### src/rtl/motor_drive_sequencer_pkg.sv
// rtl/motor_drive_sequencer_pkg.sv - command codes, sequencer states and direction mapping
// Shared by the sequencer top, its handshake interface users and the bench-facing encoding.
package motor_pkg;

    localparam logic [1:0] STOP    = 2'b00;
    localparam logic [1:0] FORWARD = 2'b01;
    localparam logic [1:0] RIGHT   = 2'b10;
    localparam logic [1:0] LEFT    = 2'b11;

    typedef enum logic [2:0] {
        S_IDLE,
        S_RAMP_DOWN,
        S_DEAD,
        S_RAMP_UP,
        S_RUN
    } state_t;

    // Bridge enables as {a_fwd, a_rev, b_fwd, b_rev}; no command sets both bits of a pair.
    function automatic logic [3:0] dir_mask(input logic [1:0] cmd);
        case (cmd)
            FORWARD: dir_mask = 4'b1010;
            RIGHT:   dir_mask = 4'b1001;
            LEFT:    dir_mask = 4'b0110;
            default: dir_mask = 4'b0000;
        endcase
    endfunction

endpackage

### src/rtl/motor_drive_sequencer_if.sv
// rtl/motor_drive_sequencer_if.sv - command handshake bundle between requesters and the sequencer
// Signals:
//   nav_valid/nav_cmd/nav_ready  navigation command handshake
//   ovr_valid/ovr_cmd/ovr_ready  override command handshake (never refused)
//   duty_target                  duty latched with whichever command is accepted
// master: command source side; slave: sequencer side.
interface motor_drive_sequencer_if;

    logic       nav_valid;
    logic [1:0] nav_cmd;
    logic       nav_ready;
    logic       ovr_valid;
    logic [1:0] ovr_cmd;
    logic       ovr_ready;
    logic [7:0] duty_target;

    modport master (
        output nav_valid, nav_cmd, ovr_valid, ovr_cmd, duty_target,
        input  nav_ready, ovr_ready
    );

    modport slave (
        input  nav_valid, nav_cmd, ovr_valid, ovr_cmd, duty_target,
        output nav_ready, ovr_ready
    );

endinterface

### src/rtl/motor_drive_sequencer_pwm_gen.sv
// rtl/motor_drive_sequencer_pwm_gen.sv - free-running PWM prescaler, 8-bit counter and duty compare
// Ports:
//   clk, reset  clock and synchronous active-high reset
//   duty        current duty, 0..255
//   pwm_on      high while duty > pwm counter (combinational compare)
module pwm_gen #(
    parameter int PWM_PRESCALE = 39
) (
    input  logic       clk,
    input  logic       reset,
    input  logic [7:0] duty,
    output logic       pwm_on
);

    localparam int PW = (PWM_PRESCALE > 1) ? $clog2(PWM_PRESCALE) : 1;

    logic [PW-1:0] prescale;
    logic [7:0]    pwm_cnt;

    // Only reset clears the counter; command traffic never disturbs the PWM phase.
    always_ff @(posedge clk) begin
        if (reset) begin
            prescale <= '0;
            pwm_cnt  <= '0;
        end else if (prescale == PW'(PWM_PRESCALE - 1)) begin
            prescale <= '0;
            pwm_cnt  <= pwm_cnt + 8'd1;
        end else begin
            prescale <= prescale + PW'(1);
        end
    end

    // duty 0 never turns on, duty 255 is on for 255 of 256 counts.
    assign pwm_on = duty > pwm_cnt;

endmodule

### src/rtl/motor_drive_sequencer.sv
// rtl/motor_drive_sequencer.sv - direction-change sequencer: ramp down, dead time, ramp up, with override
// Ports:
//   clk, reset                  clock and synchronous active-high reset
//   bus (slave)                 nav/override command handshakes and duty_target
//   motor_a_fwd .. motor_b_rev  registered H-bridge inputs
//   cur_cmd                     direction currently driven
//   busy                        high while ramping down, in dead time or ramping up
module motor_drive_sequencer
    import motor_pkg::*;
#(
    parameter int PWM_PRESCALE = 39,
    parameter int RAMP_DIV     = 16,
    parameter int DEAD_CYCLES  = 500
) (
    input  logic                   clk,
    input  logic                   reset,
    motor_drive_sequencer_if.slave bus,
    output logic                   motor_a_fwd,
    output logic                   motor_a_rev,
    output logic                   motor_b_fwd,
    output logic                   motor_b_rev,
    output logic [1:0]             cur_cmd,
    output logic                   busy
);

    localparam int RW = (RAMP_DIV > 1) ? $clog2(RAMP_DIV) : 1;
    localparam int DW = (DEAD_CYCLES > 1) ? $clog2(DEAD_CYCLES) : 1;

    state_t        state;
    logic [7:0]    duty;
    logic [7:0]    pending_duty;
    logic [1:0]    pending_cmd;
    logic [RW-1:0] ramp_cnt;
    logic [DW-1:0] dead_cnt;
    logic [3:0]    motor;
    logic          pwm_on;

    logic          accept;
    logic          emergency;
    logic          ramp_tick;
    logic          dead_done;
    logic [1:0]    in_cmd;
    logic [1:0]    next_pcmd;
    logic [7:0]    next_pduty;

    pwm_gen #(.PWM_PRESCALE(PWM_PRESCALE)) u_pwm (
        .clk    (clk),
        .reset  (reset),
        .duty   (duty),
        .pwm_on (pwm_on)
    );

    // Override always wins the arbitration; nav only gets through when settled.
    assign bus.ovr_ready = 1'b1;
    assign bus.nav_ready = ((state == S_IDLE) || (state == S_RUN)) && !bus.ovr_valid;

    assign accept     = bus.ovr_valid || (bus.nav_valid && bus.nav_ready);
    assign in_cmd     = bus.ovr_valid ? bus.ovr_cmd : bus.nav_cmd;
    assign emergency  = bus.ovr_valid && (bus.ovr_cmd == STOP);
    assign ramp_tick  = ramp_cnt == RW'(RAMP_DIV - 1);
    assign dead_done  = dead_cnt == DW'(DEAD_CYCLES - 1);

    // Outside IDLE/RUN only an override can arrive; it replaces the pending target.
    assign next_pcmd  = bus.ovr_valid ? bus.ovr_cmd : pending_cmd;
    assign next_pduty = bus.ovr_valid ? bus.duty_target : pending_duty;

    assign motor_a_fwd = motor[3];
    assign motor_a_rev = motor[2];
    assign motor_b_fwd = motor[1];
    assign motor_b_rev = motor[0];

    always_ff @(posedge clk) begin
        if (reset) begin
            state        <= S_IDLE;
            duty         <= 8'd0;
            pending_cmd  <= STOP;
            pending_duty <= 8'd0;
            cur_cmd      <= STOP;
            ramp_cnt     <= '0;
            dead_cnt     <= '0;
            motor        <= 4'b0000;
            busy         <= 1'b0;
        end else begin
            // Default drive; the branches below force it low when entering or sitting in dead time.
            motor <= dir_mask(cur_cmd) & {4{pwm_on}};

            if (emergency) begin
                // Emergency stop: drop the bridge immediately and always run a full dead time.
                state        <= S_DEAD;
                busy         <= 1'b1;
                duty         <= 8'd0;
                pending_cmd  <= STOP;
                pending_duty <= 8'd0;
                dead_cnt     <= '0;
                motor        <= 4'b0000;
            end else begin
                case (state)
                    S_IDLE, S_RUN: begin
                        // Same direction completes the handshake with no effect, duty included.
                        if (accept && (in_cmd != cur_cmd)) begin
                            pending_cmd  <= in_cmd;
                            pending_duty <= bus.duty_target;
                            state        <= S_RAMP_DOWN;
                            busy         <= 1'b1;
                            ramp_cnt     <= '0;
                        end
                    end

                    S_RAMP_DOWN: begin
                        pending_cmd  <= next_pcmd;
                        pending_duty <= next_pduty;
                        if (duty == 8'd0) begin
                            state    <= S_DEAD;
                            dead_cnt <= '0;
                            motor    <= 4'b0000;
                        end else if (ramp_tick) begin
                            ramp_cnt <= '0;
                            duty     <= duty - 8'd1;
                            // Enter dead time on the same edge duty reaches zero.
                            if (duty == 8'd1) begin
                                state    <= S_DEAD;
                                dead_cnt <= '0;
                                motor    <= 4'b0000;
                            end
                        end else begin
                            ramp_cnt <= ramp_cnt + RW'(1);
                        end
                    end

                    S_DEAD: begin
                        pending_cmd  <= next_pcmd;
                        pending_duty <= next_pduty;
                        motor        <= 4'b0000;
                        if (dead_done) begin
                            cur_cmd <= next_pcmd;
                            if (next_pcmd == STOP) begin
                                state <= S_IDLE;
                                busy  <= 1'b0;
                            end else if (next_pduty == 8'd0) begin
                                state <= S_RUN;
                                busy  <= 1'b0;
                            end else begin
                                state    <= S_RAMP_UP;
                                ramp_cnt <= '0;
                            end
                        end else begin
                            dead_cnt <= dead_cnt + DW'(1);
                        end
                    end

                    S_RAMP_UP: begin
                        if (bus.ovr_valid) begin
                            pending_cmd  <= bus.ovr_cmd;
                            pending_duty <= bus.duty_target;
                            state        <= S_RAMP_DOWN;
                            ramp_cnt     <= '0;
                        end else if (ramp_tick) begin
                            // duty < pending_duty here, so the increment cannot pass 255.
                            ramp_cnt <= '0;
                            duty     <= duty + 8'd1;
                            if ((duty + 8'd1) == pending_duty) begin
                                state <= S_RUN;
                                busy  <= 1'b0;
                            end
                        end else begin
                            ramp_cnt <= ramp_cnt + RW'(1);
                        end
                    end

                    default: begin
                        state <= S_IDLE;
                        busy  <= 1'b0;
                    end
                endcase
            end
        end
    end

endmodule

### src/flat_wrapper.sv
// flat-port wrapper written by rule: the top's interface ports become plain ports
module motor_drive_sequencer_flat import motor_pkg::*;
#(
    parameter int PWM_PRESCALE = 39,
    parameter int RAMP_DIV     = 16,
    parameter int DEAD_CYCLES  = 500
)
  (clk, reset, motor_a_fwd, motor_a_rev, motor_b_fwd, motor_b_rev, cur_cmd, busy, bus_nav_valid, bus_nav_cmd, bus_ovr_valid, bus_ovr_cmd, bus_duty_target, bus_nav_ready, bus_ovr_ready);
  motor_drive_sequencer_if bus_i ();
  input  logic clk;
  input  logic reset;
  output logic motor_a_fwd;
  output logic motor_a_rev;
  output logic motor_b_fwd;
  output logic motor_b_rev;
  output logic [1:0] cur_cmd;
  output logic busy;
  input wire logic [$bits(bus_i.nav_valid)-1:0] bus_nav_valid;
  input wire logic [$bits(bus_i.nav_cmd)-1:0] bus_nav_cmd;
  input wire logic [$bits(bus_i.ovr_valid)-1:0] bus_ovr_valid;
  input wire logic [$bits(bus_i.ovr_cmd)-1:0] bus_ovr_cmd;
  input wire logic [$bits(bus_i.duty_target)-1:0] bus_duty_target;
  output wire logic [$bits(bus_i.nav_ready)-1:0] bus_nav_ready;
  output wire logic [$bits(bus_i.ovr_ready)-1:0] bus_ovr_ready;
  assign bus_i.nav_valid = bus_nav_valid;
  assign bus_i.nav_cmd = bus_nav_cmd;
  assign bus_i.ovr_valid = bus_ovr_valid;
  assign bus_i.ovr_cmd = bus_ovr_cmd;
  assign bus_i.duty_target = bus_duty_target;
  assign bus_nav_ready = bus_i.nav_ready;
  assign bus_ovr_ready = bus_i.ovr_ready;
  motor_drive_sequencer #(.PWM_PRESCALE(PWM_PRESCALE), .RAMP_DIV(RAMP_DIV), .DEAD_CYCLES(DEAD_CYCLES)) u_core (.clk(clk), .reset(reset), .bus(bus_i), .motor_a_fwd(motor_a_fwd), .motor_a_rev(motor_a_rev), .motor_b_fwd(motor_b_fwd), .motor_b_rev(motor_b_rev), .cur_cmd(cur_cmd), .busy(busy));
endmodule
### config.mk
export PLATFORM = sky130hd
export DESIGN_NAME = motor_drive_sequencer_flat
export DESIGN_NICKNAME = d
export VERILOG_FILES = /design/src/rtl/motor_drive_sequencer_pkg.sv /design/src/rtl/motor_drive_sequencer_if.sv /design/src/rtl/motor_drive_sequencer_pwm_gen.sv /design/src/rtl/motor_drive_sequencer.sv /design/src/flat_wrapper.sv
export SDC_FILE = /design/constraint.sdc
export NUM_CORES = 1
export LEC_CHECK = 0
export BUFFER_PORTS_ARGS = -buffer_cell sky130_fd_sc_hd__buf_2
export CAP_MARGIN = 0
export CORE_ASPECT_RATIO = 0.9
export CORE_MARGIN = 2
export CORE_UTILIZATION = 39
export DETAILED_ROUTE_END_ITERATION = 12
export PLACE_DENSITY = 0.53
export SLEW_MARGIN = 10
export SYNTH_ARGS = -nofsm -noshare
export SYNTH_HDL_FRONTEND = slang
export SYNTH_SLANG_ARGS = --single-unit
### constraint.sdc
create_clock -name clk -period 3.6 [get_ports clk]
set_input_delay 0.18 -clock clk [delete_from_list [all_inputs] [get_ports clk]]
set_output_delay 0.18 -clock clk [all_outputs]
set_load 0.05 [all_outputs]
; ---- Yosys cells after proc, flatten, opt, wreduce, memory -nomap -nowiden
; Index checks and enable logic that the tools add are counted.
; W data, S select, Z words.
[classes]
reduce_logical = 28
n_eq_ne = 37
magnitude_cmp = 1
add_sub_neg = 6
muxes = 52
bitwise_logic = 2
[op_table]
columns = operator, n
row1 = $mux W8, 6
row2 = $mux W4, 11
row3 = $mux W9, 4
row4 = $pmux W8 S2, 2
row5 = $mux W3, 10
row6 = $ne A3 B1 Y1 const B, 6
row7 = $pmux W9 S2, 1
row8 = $add A8 B1 Y8 const B, 2
row9 = $logic_not A8 Y1, 2
row10 = $pmux W4 S4, 1
row11 = $reduce_and A7 Y1, 2
row12 = $ne A4 B1 Y1 const B, 3
row13 = $pmux W3 S4, 1
row14 = $pmux W4 S3, 1
row15 = $reduce_and A6 Y1, 2
row16 = $ne A2 B1 Y1 const B, 5
row17 = $ne A2 B2 Y1 const B, 5
row18 = $add A9 B1 Y9 const B, 1
row19 = $eq A9 B9 Y1 const B, 1
row20 = $ne A3 B2 Y1 const B, 3
row21 = $eq A8 B1 Y1 const B, 1
row22 = $eq A8 B8 Y1, 1
row23 = $gt A8 B8 Y1, 1
row24 = $mux W1, 8
row25 = other kinds (31), 46
[totals]
input_bits = 16
ff_bits = 55

; ---- Longest topological paths before layout
[depth]
word_depth = 9
ltp_mapped = 9
ltp_nobuf = 8

; ---- Modules after synthesis
; Synthesis repeated with hierarchy kept, for this count alone.
[hier_totals]
hier_cells = 401
hier_area_um2 = 3458.3
[modules_own_cells]
columns = module, instances, cells_per_inst, area_per_inst_um2, seq_area_each_um2
row1 = motor_drive_sequencer, 1, 307, 2630.0, 820.8
row2 = pwm_gen, 1, 94, 828.3, 280.3

; ---- Least setup slack after synthesis
; OpenSTA, ideal clock, no wires.
[synth_path]
path_type = reg-to-reg
startpoint = register u_core.duty[0]
endpoint = register u_core.dead_cnt[8]
arrival_time_ps = 1947
path_stages_with_launch = 9
required_ps = 3470
path_slack_ps = 1522
path_cell_list = dfxtp_1 > inv_1 > ha_1 > a41o_1 > a41oi_1 > nand4b_1 > nor2_1 > xnor2_1 > nor2_1
[synth_between]
elab_chain_len = 3
[synth_rtl]
columns = item, line
row1 = from (decl), motor_drive_sequencer.sv:30  ; logic [7:0] duty;
row2 = from (signal assigned), motor_drive_sequencer.sv:118  ; duty <= duty - 8'd1;
row3 = from (signal assigned), motor_drive_sequencer.sv:160  ; duty <= duty + 8'd1;
row4 = $eq A8 B1 Y1 / $logic_not A8 Y1 (equally long branches), "motor_drive_sequencer.sv:120, motor_drive_sequencer.sv:112"
row5 = $ne A3 B1 Y1 (no source line) / $mux W9 (equally long branches), --
row6 = $reduce_and A4 Y1 (no source line) / $pmux W9 S2 (equally long branches), --
row7 = to (signal assigned), motor_drive_sequencer.sv:147  ; dead_cnt <= dead_cnt + DW'(1);
row8 = to (decl), motor_drive_sequencer.sv:34  ; logic [DW-1:0] dead_cnt;
; Several ways; a longest one is shown, not always the timed one.
; A chain may end at the register's enable or synchronous reset.

; ---- Final worst setup path
; Ends and elaborated chain as after synthesis.

==> impl_results.html <==
<table>
<tr><th>Metric</th><th>Value</th></tr>
<tr><th colspan="2">Run status</th></tr>
<tr><td>Result of the run</td><td>complete, no violations</td></tr>
<tr><th colspan="2">Layout</th></tr>
<tr><td>Area of all placed cells without fillers</td><td>3790 um^2</td></tr>
<tr><td>Filler cells</td><td>between 800 and 900</td></tr>
<tr><td>Post-layout net count</td><td>469</td></tr>
<tr><td>N_diodes</td><td>0</td></tr>
<tr><td>Commonest cells after routing, fill and taps aside</td><td>60 x sky130_fd_sc_hd__nor2_1, 55 x sky130_fd_sc_hd__dfxtp_1, 27 x sky130_fd_sc_hd__xnor2_1</td></tr>
<tr><td>Final core utilization</td><td>43.82%</td></tr>
<tr><td>Most frequent standard cell in the layout excluding fill and tap cells</td><td>sky130_fd_sc_hd__nor2_1</td></tr>
<tr><td>Relative area change from synthesis to final layout</td><td>7.793%</td></tr>
<tr><td>Layout cell share with drive strength beyond 1</td><td>12.24%</td></tr>
<tr><td>Post-Layout Cell Count</td><td>552</td></tr>
<tr><th colspan="2">Flow run</th></tr>
<tr><td>Max-cap violations</td><td>0</td></tr>
<tr><th colspan="2">Worst setup path</th></tr>
<tr><td>Nature of the critical path endpoint</td><td>register</td></tr>
<tr><td>Largest fanout on the critical path</td><td>9</td></tr>
<tr><td>Setup crit start kind</td><td>register</td></tr>
<tr><td>Critical path data required time</td><td>3.81 ns</td></tr>
<tr><td>Slack of the worst reg-to-reg path</td><td>approximately 1.2 ns</td></tr>
<tr><td>Worst reg-to-reg path cell count</td><td>8</td></tr>
<tr><td>Worst R2R End</td><td>u_core.dead_cnt[8]</td></tr>
<tr><td>Startpoint of the most critical register-to-register path</td><td>u_core.duty[0]</td></tr>
<tr><td>Setup CP Type</td><td>reg -&gt; reg</td></tr>
<tr><td>Arrival time worst endpoint</td><td>2.60 ns</td></tr>
<tr><th colspan="2">Timing</th></tr>
<tr><td>Fin Setup TNS</td><td>0 ns</td></tr>
<tr><td>Final count of pins violating max slew</td><td>0</td></tr>
<tr><td>Final worst clock skew</td><td>0.009676 ns</td></tr>
<tr><td>Worst-margin pin slew</td><td>1.171 ns</td></tr>
<tr><td>Setup repair after global routing missed its margin</td><td>no</td></tr>
<tr><td>Highest clock rate</td><td>418.4 MHz</td></tr>
<tr><td>Worst hold-check slack</td><td>0.09719 ns</td></tr>
<tr><td>Final-report hold violation count</td><td>0</td></tr>
<tr><td>Number of setup violations in the final report</td><td>0</td></tr>
<tr><td>Tcrit/Tclk final</td><td>66.39%</td></tr>
<tr><td>Clock period minus final worst setup slack</td><td>2.390 ns</td></tr>
<tr><td>Least setup slack across all paths after layout</td><td>1.210 ns</td></tr>
<tr><td>Normalized max-slew margin</td><td>21.43%</td></tr>
<tr><th colspan="2">CTS</th></tr>
<tr><td>Largest buffer count on any clock path</td><td>2</td></tr>
<tr><td>Number of hold-repair buffers added at the cts stage</td><td>0</td></tr>
<tr><td>Root Buffer</td><td>sky130_fd_sc_hd__clkbuf_8</td></tr>
<tr><td>TritonCTS sink count</td><td>55</td></tr>
<tr><td>Clock latency on the worst-skew pair</td><td>0.33 ns</td></tr>
<tr><td>Resized Gates After CTS</td><td>0</td></tr>
<tr><td>Clock-pin slew of the registers on the worst-case setup and hold paths</td><td>around 0.12 ns</td></tr>
<tr><td>Maximum level of the CTS H-tree</td><td>2</td></tr>
<tr><td>Cts bufs inserted</td><td>5</td></tr>
<tr><td>Number of buffers inserted by post-CTS setup repair</td><td>0</td></tr>
<tr><td>Clock tree from TritonCTS</td><td>built</td></tr>
<tr><th colspan="2">Route</th></tr>
<tr><td>Mean routed wirelength per cell</td><td>15.55 um</td></tr>
<tr><td>Iter 0 DRT Violations</td><td>132</td></tr>
<tr><td>Antenna Nets Post-Route</td><td>0</td></tr>
<tr><td>Via total after detailed routing</td><td>3007</td></tr>
<tr><td>Aggregate routed wire length</td><td>8581 um</td></tr>
<tr><td>Pre-antenna DRT Iters</td><td>4</td></tr>
<tr><td>Detailed-route DRC error count</td><td>0</td></tr>
<tr><td>Average via count per standard cell</td><td>5.447</td></tr>
<tr><th colspan="2">Hold path</th></tr>
<tr><td>End of the worst hold path</td><td>u_core.pending_duty[5]</td></tr>
<tr><td>Number of stages on the worst hold path</td><td>3</td></tr>
<tr><td>Startpoint of the most critical hold path</td><td>bus_duty_target[5]</td></tr>
<tr><td>Hold crit path type</td><td>in -&gt; reg</td></tr>
<tr><th colspan="2">Power</th></tr>
<tr><td>Net Switching</td><td>about 660 uW</td></tr>
<tr><td>Maximum ir drop on the vdd rail</td><td>0.0002391 V</td></tr>
<tr><td>Power per standard cell area</td><td>444.4 nW/um^2</td></tr>
<tr><td>Switching Fraction</td><td>39.17%</td></tr>
<tr><td>Post-layout total power</td><td>1.684 mW</td></tr>
<tr><td>Clock Power Share</td><td>~23%</td></tr>
<tr><td>Lkg Pwr</td><td>1.461 nW</td></tr>
<tr><td>Cell internal power dissipation</td><td>1.024 mW</td></tr>
<tr><td>Reg power frac</td><td>a little over two fifths</td></tr>
<tr><td>Portion of total power attributed to combinational logic</td><td>33.7%</td></tr>
<tr><th colspan="2">GRT</th></tr>
<tr><td>Antenna violations before repair</td><td>0</td></tr>
<tr><td>Vias in the first global route</td><td>2881</td></tr>
<tr><td>GRT Util Overall</td><td>~18%</td></tr>
<tr><td>First-pass GRT wire length</td><td>around 14000 um</td></tr>
<tr><td>Maximum number of pins on one net before global-route repair</td><td>30</td></tr>
<tr><td>Remaining global-route overflow</td><td>0</td></tr>
<tr><th colspan="2">Floorplan</th></tr>
<tr><td>Top Ports</td><td>25</td></tr>
<tr><td>Die Y-Extent</td><td>94.08 um</td></tr>
<tr><td>Core area</td><td>8648 um^2</td></tr>
<tr><td>Starting density of the core</td><td>40.65%</td></tr>
<tr><td>Num rows</td><td>32</td></tr>
<tr><td>Horizontal die dimension</td><td>104.1 um</td></tr>
<tr><td>Die footprint</td><td>9792 um^2</td></tr>
<tr><th colspan="2">Logic synthesis</th></tr>
<tr><td>Yosys warning count</td><td>0</td></tr>
<tr><td>Synthesized instance count</td><td>419</td></tr>
<tr><td>Asr flop ratio synth</td><td>0%</td></tr>
<tr><td>Sequential fraction of the synthesis area</td><td>31.32%</td></tr>
<tr><td>Number of flops mapped to enable cells by yosys</td><td>0</td></tr>
<tr><td>Synth Cell Area</td><td>3516 um^2</td></tr>
<tr><td>Number of distinct library cells after synthesis</td><td>68</td></tr>
<tr><td>Number of synthesized register bits</td><td>between 50 and 60</td></tr>
<tr><td>Post-Syn Nets</td><td>456</td></tr>
<tr><td>Primary flip-flop cell chosen by synthesis mapping</td><td>sky130_fd_sc_hd__dfxtp_1</td></tr>
<tr><td>Avg Synthesized Cell Area</td><td>8.391 um^2</td></tr>
<tr><th colspan="2">Placement</th></tr>
<tr><td>Instance area after placement</td><td>3692 um^2</td></tr>
<tr><td>Count of input and output buffers</td><td>23</td></tr>
<tr><td>RD Place Congestion</td><td>0.8480</td></tr>
<tr><td>HPWL after DPL</td><td>about 6600 um</td></tr>
<tr><td>Cell count after placement</td><td>544</td></tr>
<tr><td>DP Worst Slack</td><td>around 1.2 ns</td></tr>
</table>
## worst max path at each step
stage / from / endpoint / slack [ns] / cells past startpoint
after global placement: u_core.duty[0] / u_core.dead_cnt[8] / 1.29 / 8
final: u_core.duty[0] / u_core.dead_cnt[8] / 1.21 / 8
after detailed placement: u_core.duty[0] / u_core.dead_cnt[6] / 1.22 / 8
after CTS: u_core.duty[0] / u_core.dead_cnt[8] / 1.21 / 8
after floorplan: u_core.duty[0] / u_core.dead_cnt[8] / 1.52 / 8
after global routing: u_core.duty[0] / u_core.dead_cnt[2] / 0.97 / 8
## state kept, by name, indices dropped and copies added, names as in the netlist
name / flops
u_core.dead_cnt: 9
u_core.duty: 8
u_core.pending_duty: 8
u_core.u_pwm.pwm_cnt: 8
u_core.u_pwm.prescale: 6
u_core.motor: 4
u_core.ramp_cnt: 4
u_core.state: 3
u_core.cur_cmd: 2
u_core.pending_cmd: 2
u_core.busy: 1
## layer usage
metal / wire (um) / up-vias / track usage, %
met2: 3890 / 41 / 30.10
li1: - / 1538 / -
met1: 4308 / 1419 / 24.93
met3: 306 / 9 / 2.843
met4: 76 / 0 / 4.167
met5: 0 / - / 0
## Yosys cell counts, types with 4 or more instances
cell / number / area (um^2)
sky130_fd_sc_hd__nor2b_1: 5 / 31.28
sky130_fd_sc_hd__nand3_1: 20 / 100.1
sky130_fd_sc_hd__nand2b_1: 4 / 25.02
sky130_fd_sc_hd__nand2_1: 22 / 82.58
sky130_fd_sc_hd__nor2_1: 60 / 225.2
sky130_fd_sc_hd__inv_1: 18 / 67.56
sky130_fd_sc_hd__nor3_1: 9 / 45.04
sky130_fd_sc_hd__a21oi_1: 23 / 115.1
sky130_fd_sc_hd__o21ai_0: 9 / 45.04
sky130_fd_sc_hd__dfxtp_1: 55 / 1101
sky130_fd_sc_hd__nor4_1: 5 / 31.28
sky130_fd_sc_hd__and3_1: 7 / 43.79
sky130_fd_sc_hd__ha_1: 21 / 262.8
sky130_fd_sc_hd__xnor2_1: 27 / 236.5
sky130_fd_sc_hd__buf_2: 6 / 30.03
sky130_fd_sc_hd__nand4_1: 10 / 62.56
sky130_fd_sc_hd__a211oi_1: 4 / 30.03
sky130_fd_sc_hd__mux2i_1: 11 / 110.1
sky130_fd_sc_hd__xor2_1: 8 / 70.07
sky130_fd_sc_hd__clkbuf_1: 8 / 30.03
## critical path: stages, from the launching register on
cell                       delay, ns
sky130_fd_sc_hd__dfxtp_1        0.52
sky130_fd_sc_hd__inv_1          0.15
sky130_fd_sc_hd__ha_1           0.30
sky130_fd_sc_hd__a41o_1         0.24
sky130_fd_sc_hd__a41oi_1        0.56
sky130_fd_sc_hd__nand4b_1       0.25
sky130_fd_sc_hd__nor2_1         0.07
sky130_fd_sc_hd__xnor2_1        0.14
sky130_fd_sc_hd__nor2_1         0.05
## final cells by class
| class | count | area, um^2 | share of cell area, % |
|---|---|---|---|
| multi-input combinational | 327 | 2248 | 59.33 |
| sequential | 55 | 1101 | 29.05 |
| tap | 119 | 148.9 | 3.929 |
| timing repair buffer | 24 | 122.6 | 3.235 |
| inverter | 19 | 71.32 | 1.882 |
| clock buffer | 5 | 68.82 | 1.816 |
| clock inverter | 3 | 28.78 | 0.7593 |
## power by group through the flow
stage                     Sequential (mW)  Combinational [mW]  Clock (mW)
after floorplan                     0.730               0.455           0
after global routing                0.735               0.631       0.427
after detailed placement            0.741               0.567           0
after global placement              0.740               0.567           0
final                               0.727               0.567       0.390
after CTS                           0.727               0.569       0.406
## cells by family after synthesis
| kind of cell | count (synthesis) | share of synthesized area, % |
|---|---|---|
| adders and majority gates | 21 | 7.473 |
| other | 1 | 0.1067 |
| muxes | 11 | 3.132 |
| DFF | 55 | 31.32 |
| xor gates and xnor gates | 35 | 8.719 |
| and+or+nand+nor | 171 | 25.37 |
| AOI/OAI and AO/OA | 88 | 19.15 |
| buffers and inverters | 37 | 4.733 |
Note: power is estimated with default switching activity, not from simulation.
